## config.mk

```make
export PLATFORM = sky130hd
export DESIGN_NAME = multdiv_ctrl_flat
export DESIGN_NICKNAME = d
export VERILOG_FILES = /design/src/rtl/multdiv_pkg.sv /design/src/rtl/multdiv_ctrl_if.sv /design/src/rtl/multdiv_ctrl_twos_negate.sv /design/src/rtl/multdiv_ctrl.sv /design/src/flat_wrapper.sv
export SDC_FILE = /design/constraint.sdc
export NUM_CORES = 1
export LEC_CHECK = 0
export BUFFER_PORTS_ARGS = -buffer_cell sky130_fd_sc_hd__buf_2
export CAP_MARGIN = 20
export CORE_ASPECT_RATIO = 0.75
export CORE_MARGIN = 3
export CORE_UTILIZATION = 45
export CTS_CLUSTER_SIZE = 28
export DETAILED_ROUTE_END_ITERATION = 8
export PLACE_DENSITY = 0.73
export SETUP_SLACK_MARGIN = 0.02
export SLEW_MARGIN = 5
export SYNTH_ARGS = -nofsm -noshare
export SYNTH_HDL_FRONTEND = slang
export SYNTH_SLANG_ARGS = --single-unit
```

## constraint.sdc

```tcl
create_clock -name clock -period 10.8 [get_ports clock]
set_input_delay 1.62 -clock clock [delete_from_list [all_inputs] [get_ports clock]]
set_output_delay 1.62 -clock clock [all_outputs]
set_load 0.03 [all_outputs]
```

## src/rtl/multdiv_pkg.sv

```systemverilog
// Shared types and constants for the iterative multiply/divide sequencer.
package multdiv_pkg;

    localparam int unsigned WIDTH = 32;
    localparam int unsigned ITER  = 32;
    localparam int unsigned CNT_W = 6;

    typedef enum logic [2:0] {
        IDLE,
        MULT,
        DIV,
        SIGN,
        DONE
    } stateT;

    typedef enum logic {
        OP_MULT = 1'b0,
        OP_DIV  = 1'b1
    } opT;

endpackage

```

## src/rtl/multdiv_ctrl_if.sv

```systemverilog
// Operand/control/result bundle between the execute stage and the sequencer.
interface multdiv_ctrl_if;
    import multdiv_pkg::*;

    logic [WIDTH-1:0] data_operandA;
    logic [WIDTH-1:0] data_operandB;
    logic             ctrl_MULT;
    logic             ctrl_DIV;
    logic [WIDTH-1:0] data_result;
    logic             data_exception;
    logic             data_resultRDY;

    modport master (
        output data_operandA, data_operandB, ctrl_MULT, ctrl_DIV,
        input  data_result, data_exception, data_resultRDY
    );

    modport slave (
        input  data_operandA, data_operandB, ctrl_MULT, ctrl_DIV,
        output data_result, data_exception, data_resultRDY
    );

endinterface

```

## src/rtl/multdiv_ctrl_twos_negate.sv

```systemverilog
// Two's-complement negate: ~x + carryIn, carry-out chains words for wider values.
module twos_negate
    import multdiv_pkg::*;
(
    input  logic [WIDTH-1:0] valueIn,
    input  logic             carryIn,
    output logic [WIDTH-1:0] valueOut,
    output logic             carryOut
);

    // Invert and add the incoming carry (1 for a standalone negate).
    always_comb begin
        {carryOut, valueOut} = {1'b0, ~valueIn} + {{WIDTH{1'b0}}, carryIn};
    end

endmodule

```

## src/rtl/multdiv_ctrl.sv

```systemverilog
// Iterative signed 32-bit multiply/divide sequencer: shift-add multiply and
// restoring divide on magnitudes, followed by a sign-correction step.
module multdiv_ctrl
    import multdiv_pkg::*;
(
    input  logic          clock,
    input  logic          reset_n,
    multdiv_ctrl_if.slave bus
);

    stateT            state, nextState;
    opT               op;
    logic [CNT_W-1:0] count;
    logic             resSign;
    logic [WIDTH-1:0] magA, magB;
    logic [WIDTH-1:0] accHi, accLo;
    logic             excStage;

    logic             start;
    logic             doIter, doSign, doFinish;
    logic [WIDTH-1:0] negA, negB, aMag, bMag;
    logic             bZero, unusedCarryA;
    logic [WIDTH-1:0] addA, addB, addSum;
    logic             addCin, addCout, divNonNeg;
    logic [WIDTH-1:0] negLo, negHi, resLo, resHi;
    logic             negLoCarry, unusedCarryHi;
    logic             multExc, divExc;

    assign start = bus.ctrl_MULT | bus.ctrl_DIV;

    // Operand magnitudes; the B negate carries out only when B is zero.
    twos_negate uNegA (.valueIn(bus.data_operandA), .carryIn(1'b1), .valueOut(negA), .carryOut(unusedCarryA));
    twos_negate uNegB (.valueIn(bus.data_operandB), .carryIn(1'b1), .valueOut(negB), .carryOut(bZero));

    assign aMag = bus.data_operandA[WIDTH-1] ? negA : bus.data_operandA;
    assign bMag = bus.data_operandB[WIDTH-1] ? negB : bus.data_operandB;

    // 64-bit sign correction: low word negate carries into the high word.
    twos_negate uNegLo (.valueIn(accLo), .carryIn(1'b1),       .valueOut(negLo), .carryOut(negLoCarry));
    twos_negate uNegHi (.valueIn(accHi), .carryIn(negLoCarry), .valueOut(negHi), .carryOut(unusedCarryHi));

    assign resLo = resSign ? negLo : accLo;
    assign resHi = resSign ? negHi : accHi;

    // Product fits in 32 bits only when bits [63:31] are all equal.
    assign multExc = ~((&{resHi, resLo[WIDTH-1]}) | ~(|{resHi, resLo[WIDTH-1]}));
    // A quotient magnitude of 2^31 is representable only as a negative result.
    assign divExc  = accLo[WIDTH-1] & ~resSign;

    // Shared 32-bit adder: accumulate for multiply, trial subtract for divide.
    always_comb begin
        if (op == OP_DIV) begin
            addA   = {accHi[WIDTH-2:0], accLo[WIDTH-1]};
            addB   = ~magB;
            addCin = 1'b1;
        end else begin
            addA   = accHi;
            addB   = accLo[0] ? magA : '0;
            addCin = 1'b0;
        end
        {addCout, addSum} = {1'b0, addA} + {1'b0, addB} + {{WIDTH{1'b0}}, addCin};
    end

    // The 33-bit shifted remainder is non-negative after subtraction if its top bit or the carry is set.
    assign divNonNeg = accHi[WIDTH-1] | addCout;

    // State register.
    always_ff @(posedge clock or negedge reset_n) begin
        if (!reset_n) state <= IDLE;
        else          state <= nextState;
    end

    // Next-state logic; a start pulse in any state restarts the sequence.
    always_comb begin
        nextState = state;
        if (start) begin
            if (bus.ctrl_MULT) nextState = MULT;
            else if (bZero)    nextState = DONE;
            else               nextState = DIV;
        end else begin
            case (state)
                IDLE:      nextState = IDLE;
                MULT, DIV: if (count == CNT_W'(ITER - 1)) nextState = SIGN;
                SIGN:      nextState = DONE;
                DONE:      nextState = IDLE;
                default:   nextState = IDLE;
            endcase
        end
    end

    // State decode into datapath step controls.
    always_comb begin
        doIter   = 1'b0;
        doSign   = 1'b0;
        doFinish = 1'b0;
        case (state)
            MULT, DIV: doIter   = 1'b1;
            SIGN:      doSign   = 1'b1;
            DONE:      doFinish = 1'b1;
            default:   ;
        endcase
    end

    // Datapath registers and registered outputs.
    always_ff @(posedge clock or negedge reset_n) begin
        if (!reset_n) begin
            op                 <= OP_MULT;
            count              <= '0;
            resSign            <= 1'b0;
            magA               <= '0;
            magB               <= '0;
            accHi              <= '0;
            accLo              <= '0;
            excStage           <= 1'b0;
            bus.data_result    <= '0;
            bus.data_exception <= 1'b0;
            bus.data_resultRDY <= 1'b0;
        end else begin
            bus.data_resultRDY <= doFinish & ~start;
            if (start) begin
                op       <= bus.ctrl_MULT ? OP_MULT : OP_DIV;
                resSign  <= bus.data_operandA[WIDTH-1] ^ bus.data_operandB[WIDTH-1];
                magA     <= aMag;
                magB     <= bMag;
                count    <= '0;
                accHi    <= '0;
                // Divide by zero jumps straight to DONE with a zero result staged.
                if (bus.ctrl_MULT)  accLo <= bMag;
                else if (bZero)     accLo <= '0;
                else                accLo <= aMag;
                excStage <= ~bus.ctrl_MULT & bZero;
            end else if (doIter) begin
                count <= count + 1'b1;
                if (op == OP_MULT) begin
                    accHi <= {addCout, addSum[WIDTH-1:1]};
                    accLo <= {addSum[0], accLo[WIDTH-1:1]};
                end else begin
                    accHi <= divNonNeg ? addSum : addA;
                    accLo <= {accLo[WIDTH-2:0], divNonNeg};
                end
            end else if (doSign) begin
                accHi    <= resHi;
                accLo    <= resLo;
                excStage <= (op == OP_MULT) ? multExc : divExc;
            end else if (doFinish) begin
                bus.data_result    <= accLo;
                bus.data_exception <= excStage;
            end
        end
    end

endmodule

```

## src/flat_wrapper.sv

```systemverilog
// flat-port wrapper written by rule: the top's interface ports become plain ports
module multdiv_ctrl_flat import multdiv_pkg::*;
  (clock, reset_n, bus_data_operandA, bus_data_operandB, bus_ctrl_MULT, bus_ctrl_DIV, bus_data_result, bus_data_exception, bus_data_resultRDY);
  multdiv_ctrl_if bus_i ();
  input  logic clock;
  input  logic reset_n;
  input wire logic [$bits(bus_i.data_operandA)-1:0] bus_data_operandA;
  input wire logic [$bits(bus_i.data_operandB)-1:0] bus_data_operandB;
  input wire logic [$bits(bus_i.ctrl_MULT)-1:0] bus_ctrl_MULT;
  input wire logic [$bits(bus_i.ctrl_DIV)-1:0] bus_ctrl_DIV;
  output wire logic [$bits(bus_i.data_result)-1:0] bus_data_result;
  output wire logic [$bits(bus_i.data_exception)-1:0] bus_data_exception;
  output wire logic [$bits(bus_i.data_resultRDY)-1:0] bus_data_resultRDY;
  assign bus_i.data_operandA = bus_data_operandA;
  assign bus_i.data_operandB = bus_data_operandB;
  assign bus_i.ctrl_MULT = bus_ctrl_MULT;
  assign bus_i.ctrl_DIV = bus_ctrl_DIV;
  assign bus_data_result = bus_i.data_result;
  assign bus_data_exception = bus_i.data_exception;
  assign bus_data_resultRDY = bus_i.data_resultRDY;
  multdiv_ctrl u_core (.clock(clock), .reset_n(reset_n), .bus(bus_i));
endmodule
```

==> impl_metrics.json <==
{
  "cts_buffers": 17,
  "power_switching_mw": 0.911,
  "grt_antenna_before_repair": 1,
  "critPathRequiredTime_ns": 11.12,
  "yosysTopAreaCell": "dfrtp_1",
  "p_comb_share_pct": 34.0,
  "drc": 0,
  "synth-xor-area-share_pct": 8.66,
  "ys_seq_elements": 174,
  "path_class": "register to register",
  "peakVddDrop_mv": 0.111,
  "final_nets": 1772,
  "synth_cells": 1658,
  "grt_pass1_vias": 12300,
  "grt_pass1_wl_mm": 71.2,
  "synth_top_family_by_area": "compound AO/OA/AOI/OAI gates",
  "syn_to_final_growth_pct": 8.85,
  "cts_buffer_depth": 2,
  "io_pins": 102,
  "p_clk_share_pct": 28.2,
  "initial_core_util_pct": 46.5,
  "arrival_ns": 6.94,
  "wire_per_inst_um": 22.0,
  "synth_edf_count": 0,
  "cpMaxStageDelayCell": "or4b_4",
  "via_per_inst": 6.43,
  "postSynth.asyncResetShare_pct": 100,
  "slew_headroom_pct": 26.4,
  "grtUsageMet1_pct": 40.2,
  "mostFrequentLayoutCells": "173 x dfrtp_1, 167 x nor2_1, 153 x nand2_1",
  "syn-num-nets": 1766,
  "maxCapViolations": 0,
  "cts_root_buf": "clkbuf_16",
  "synth.area.mux_share_pct": 8.76,
  "yosys-top-cells-area": "dfrtp_1 32%, xor2_1 6.2%, o21ai_0 5.5%, mux2_2 5.5%, nor2_1 4.6%",
  "core-area_sq_um": 29600,
  "overflow": 0,
  "diodes": 0,
  "htreeDepth": 4,
  "clkTransAtPathRegs_ns": 0.08,
  "setup_viol": 0,
  "hp-class": "register to register",
  "fin_worst_skew_ns": 0.0105,
  "drtIter0Drc": 1728,
  "rsz0062_at_grt": "false",
  "p_total_mw": 2.27,
  "path_max_fanout": 10,
  "synthAdderAreaFrac_pct": 3.75,
  "syn_area_per_cell_sq_um": 8.30,
  "fin_crit_sh_pct": 61.3,
  "p_per_area_nw_per_um2": 151,
  "cts_resized": 0,
  "worstPathCellList": "inv_1 -> ha_1 -> or4b_1 -> or4b_4 -> or3_1 -> nor2_4 -> nand2_2 -> or3_4 -> nor3_1 -> ha_1 -> nor3b_1 -> nand3_1 -> or3_1 -> or3b_1 -> and3_1 -> nor4_1 -> nand4_1 -> o211ai_1 -> a21oi_1",
  "die_area_sq_um": 32700,
  "ys_types": 83,
  "holdBufCountCts": 0,
  "seq_power_share_pct": 37.9,
  "use_met3_pct": 7.25,
  "grt_max_degree": 107,
  "ys.flop_type": "dfrtp_1",
  "dp_hpwl_mm": 33.0,
  "cts_tree": "yes",
  "p_leak_nw": 6.58,
  "portBuffers": 101,
  "slowest_delay_ns": 0.65,
  "gp_routability_congestion": 0.928,
  "numClockSinks": 174,
  "wl_mm": 45.6,
  "synth_top_area_share_pct": 31.7,
  "swShare_pct": 40.2,
  "use_met2_pct": 39.6,
  "die_y_um": 157,
  "track_usage_pct": 27.4,
  "synth-simple-area-share_pct": 17.8,
  "worst_setup_path_end_kind": "register",
  "detailedPlace.worstSlack_ns": 4.24,
  "tightest_slew_ns": 1.10,
  "postCtsSetupRepairBufs": 0,
  "vias": 13300,
  "status": "finished clean",
  "synth-seq-area-share_pct": 31.7,
  "critPathLaunchType": "register",
  "fin_crit_ns": 6.62,
  "clk_latency_ns": 0.45,
  "timing.fmax_mhz": 151,
  "hold_viol": 0,
  "drtAntennaViolNets": 0,
  "synth_area_sq_um": 13800,
  "layout-drive-gt1-share_pct": 15.5,
  "grt_busiest_layer": "met1",
  "tns_ns": 0,
  "rows": 54,
  "yosysWarnings": 0,
  "die_w_um": 208,
  "synth_compound_area_share_pct": 24.0,
  "slew_viol_final": 0,
  "layout_commonest_cell": "dfrtp_1",
  "setup_ws_ns": 4.18,
  "p_int_mw": 1.35,
  "drt_pass1_iterations": 7
}
## layout make-up
type                    instances  area (sq um)
multi-input cells            1318          8710
inverters                      28           105
repair buffers                125           732
clock inverters                14           151
fillers                      2814         14600
well taps                     392           490
clock buffers                  18           429
flip-flops and latches        174          4360
## logic make-up after synthesis
| family | after synthesis |
|---|---|
| simple gates | 516 |
| compound gates | 514 |
| flops | 174 |
| buf+inv | 166 |
| xor+xnor | 136 |
| mux | 112 |
| fa+ha+maj | 40 |
## worst max-delay path: cells and delay by family, from the launching register on
family                     cells  cell delay, ns
AOI/OAI and AO/OA              2            0.30
DFF                            1            0.42
and+or+nand+nor               14            5.12
adders and majority gates      2            0.56
buffers and inverters          1            0.11
## through the flow
step	hold WS [ns]	utilization [%]	cells	area [sq um]
after floorplan	0.443	-	1658	13800
after global placement	0.455	48.4	2035	14300
after detailed placement	0.463	48.4	2035	14300
after CTS	0.479	50.4	2067	14900
after global routing	0.501	50.6	2069	15000
final	0.478	50.6	2069	15000
## sequential cells by signal, summed over array words and instances (netlist names)
signal	cells
u_core.bus.data_result	32
u_core.accLo	32
u_core.count	6
u_core.bus.data_exception	1
u_core.resSign	1
u_core.magB	32
u_core.op	1
u_core.magA	32
u_core.state	3
u_core.bus.data_resultRDY	1
u_core.excStage	1
u_core.accHi	32
## metal layers
| layer | up-vias | wire [um] |
|---|---|---|
| li1 | 6096 | - |
| met1 | 6466 | 20700 |
| met2 | 683 | 19100 |
| met3 | 65 | 4930 |
| met4 | 0 | 873 |
| met5 | - | 0 |
## cells in the mapped netlist (all sizes together), types with 12 or more instances
| cell type | number |
|---|---|
| dfrtp | 174 |
| nor2 | 169 |
| nand2 | 154 |
| o21ai | 153 |
| a21oi | 125 |
| clkbuf | 110 |
| xor2 | 98 |
| mux2 | 67 |
| mux2i | 45 |
| ha | 38 |
| xnor2 | 38 |
| nor3 | 33 |
| o31ai | 32 |
| or4 | 29 |
| inv | 28 |
| buf | 26 |
| o22ai | 25 |
| nand3 | 23 |
| o221ai | 23 |
| nor4 | 22 |
| a21o | 18 |
| nand4 | 17 |
| or3 | 17 |
| o211ai | 15 |
| a211oi | 13 |
| nand2b | 13 |
| a31oi | 12 |
| o41ai | 12 |
## path summary, 6_finish.rpt
check                           startpoint                        end  slack (ns)  depth (start not counted)
max in group asynchronous          reset_n             u_core.magA[5]        8.10                          3
min in group asynchronous          reset_n  u_core.bus.data_resultRDY        1.10                          1
max reg2reg                u_core.accLo[0]            u_core.excStage        4.18                         19
max                        u_core.accLo[0]            u_core.excStage        4.18                         19
min reg2reg                u_core.magB[31]            u_core.magB[31]        0.48                          2
min                        u_core.magB[31]            u_core.magB[31]        0.48                          2
## power groups by stage
stage          Combinational [mW]  Sequential, mW  Clock [mW]
6_report                    0.770           0.858       0.638
5_1_grt                     0.839           0.871       0.669
4_1_cts                     0.753           0.852       0.642
3_5_place_dp                0.749           0.865           0
3_3_place_gp                0.739           0.860           0
2_1_floorplan               0.568           0.815           0
Power figures use the tool's default switching activity.
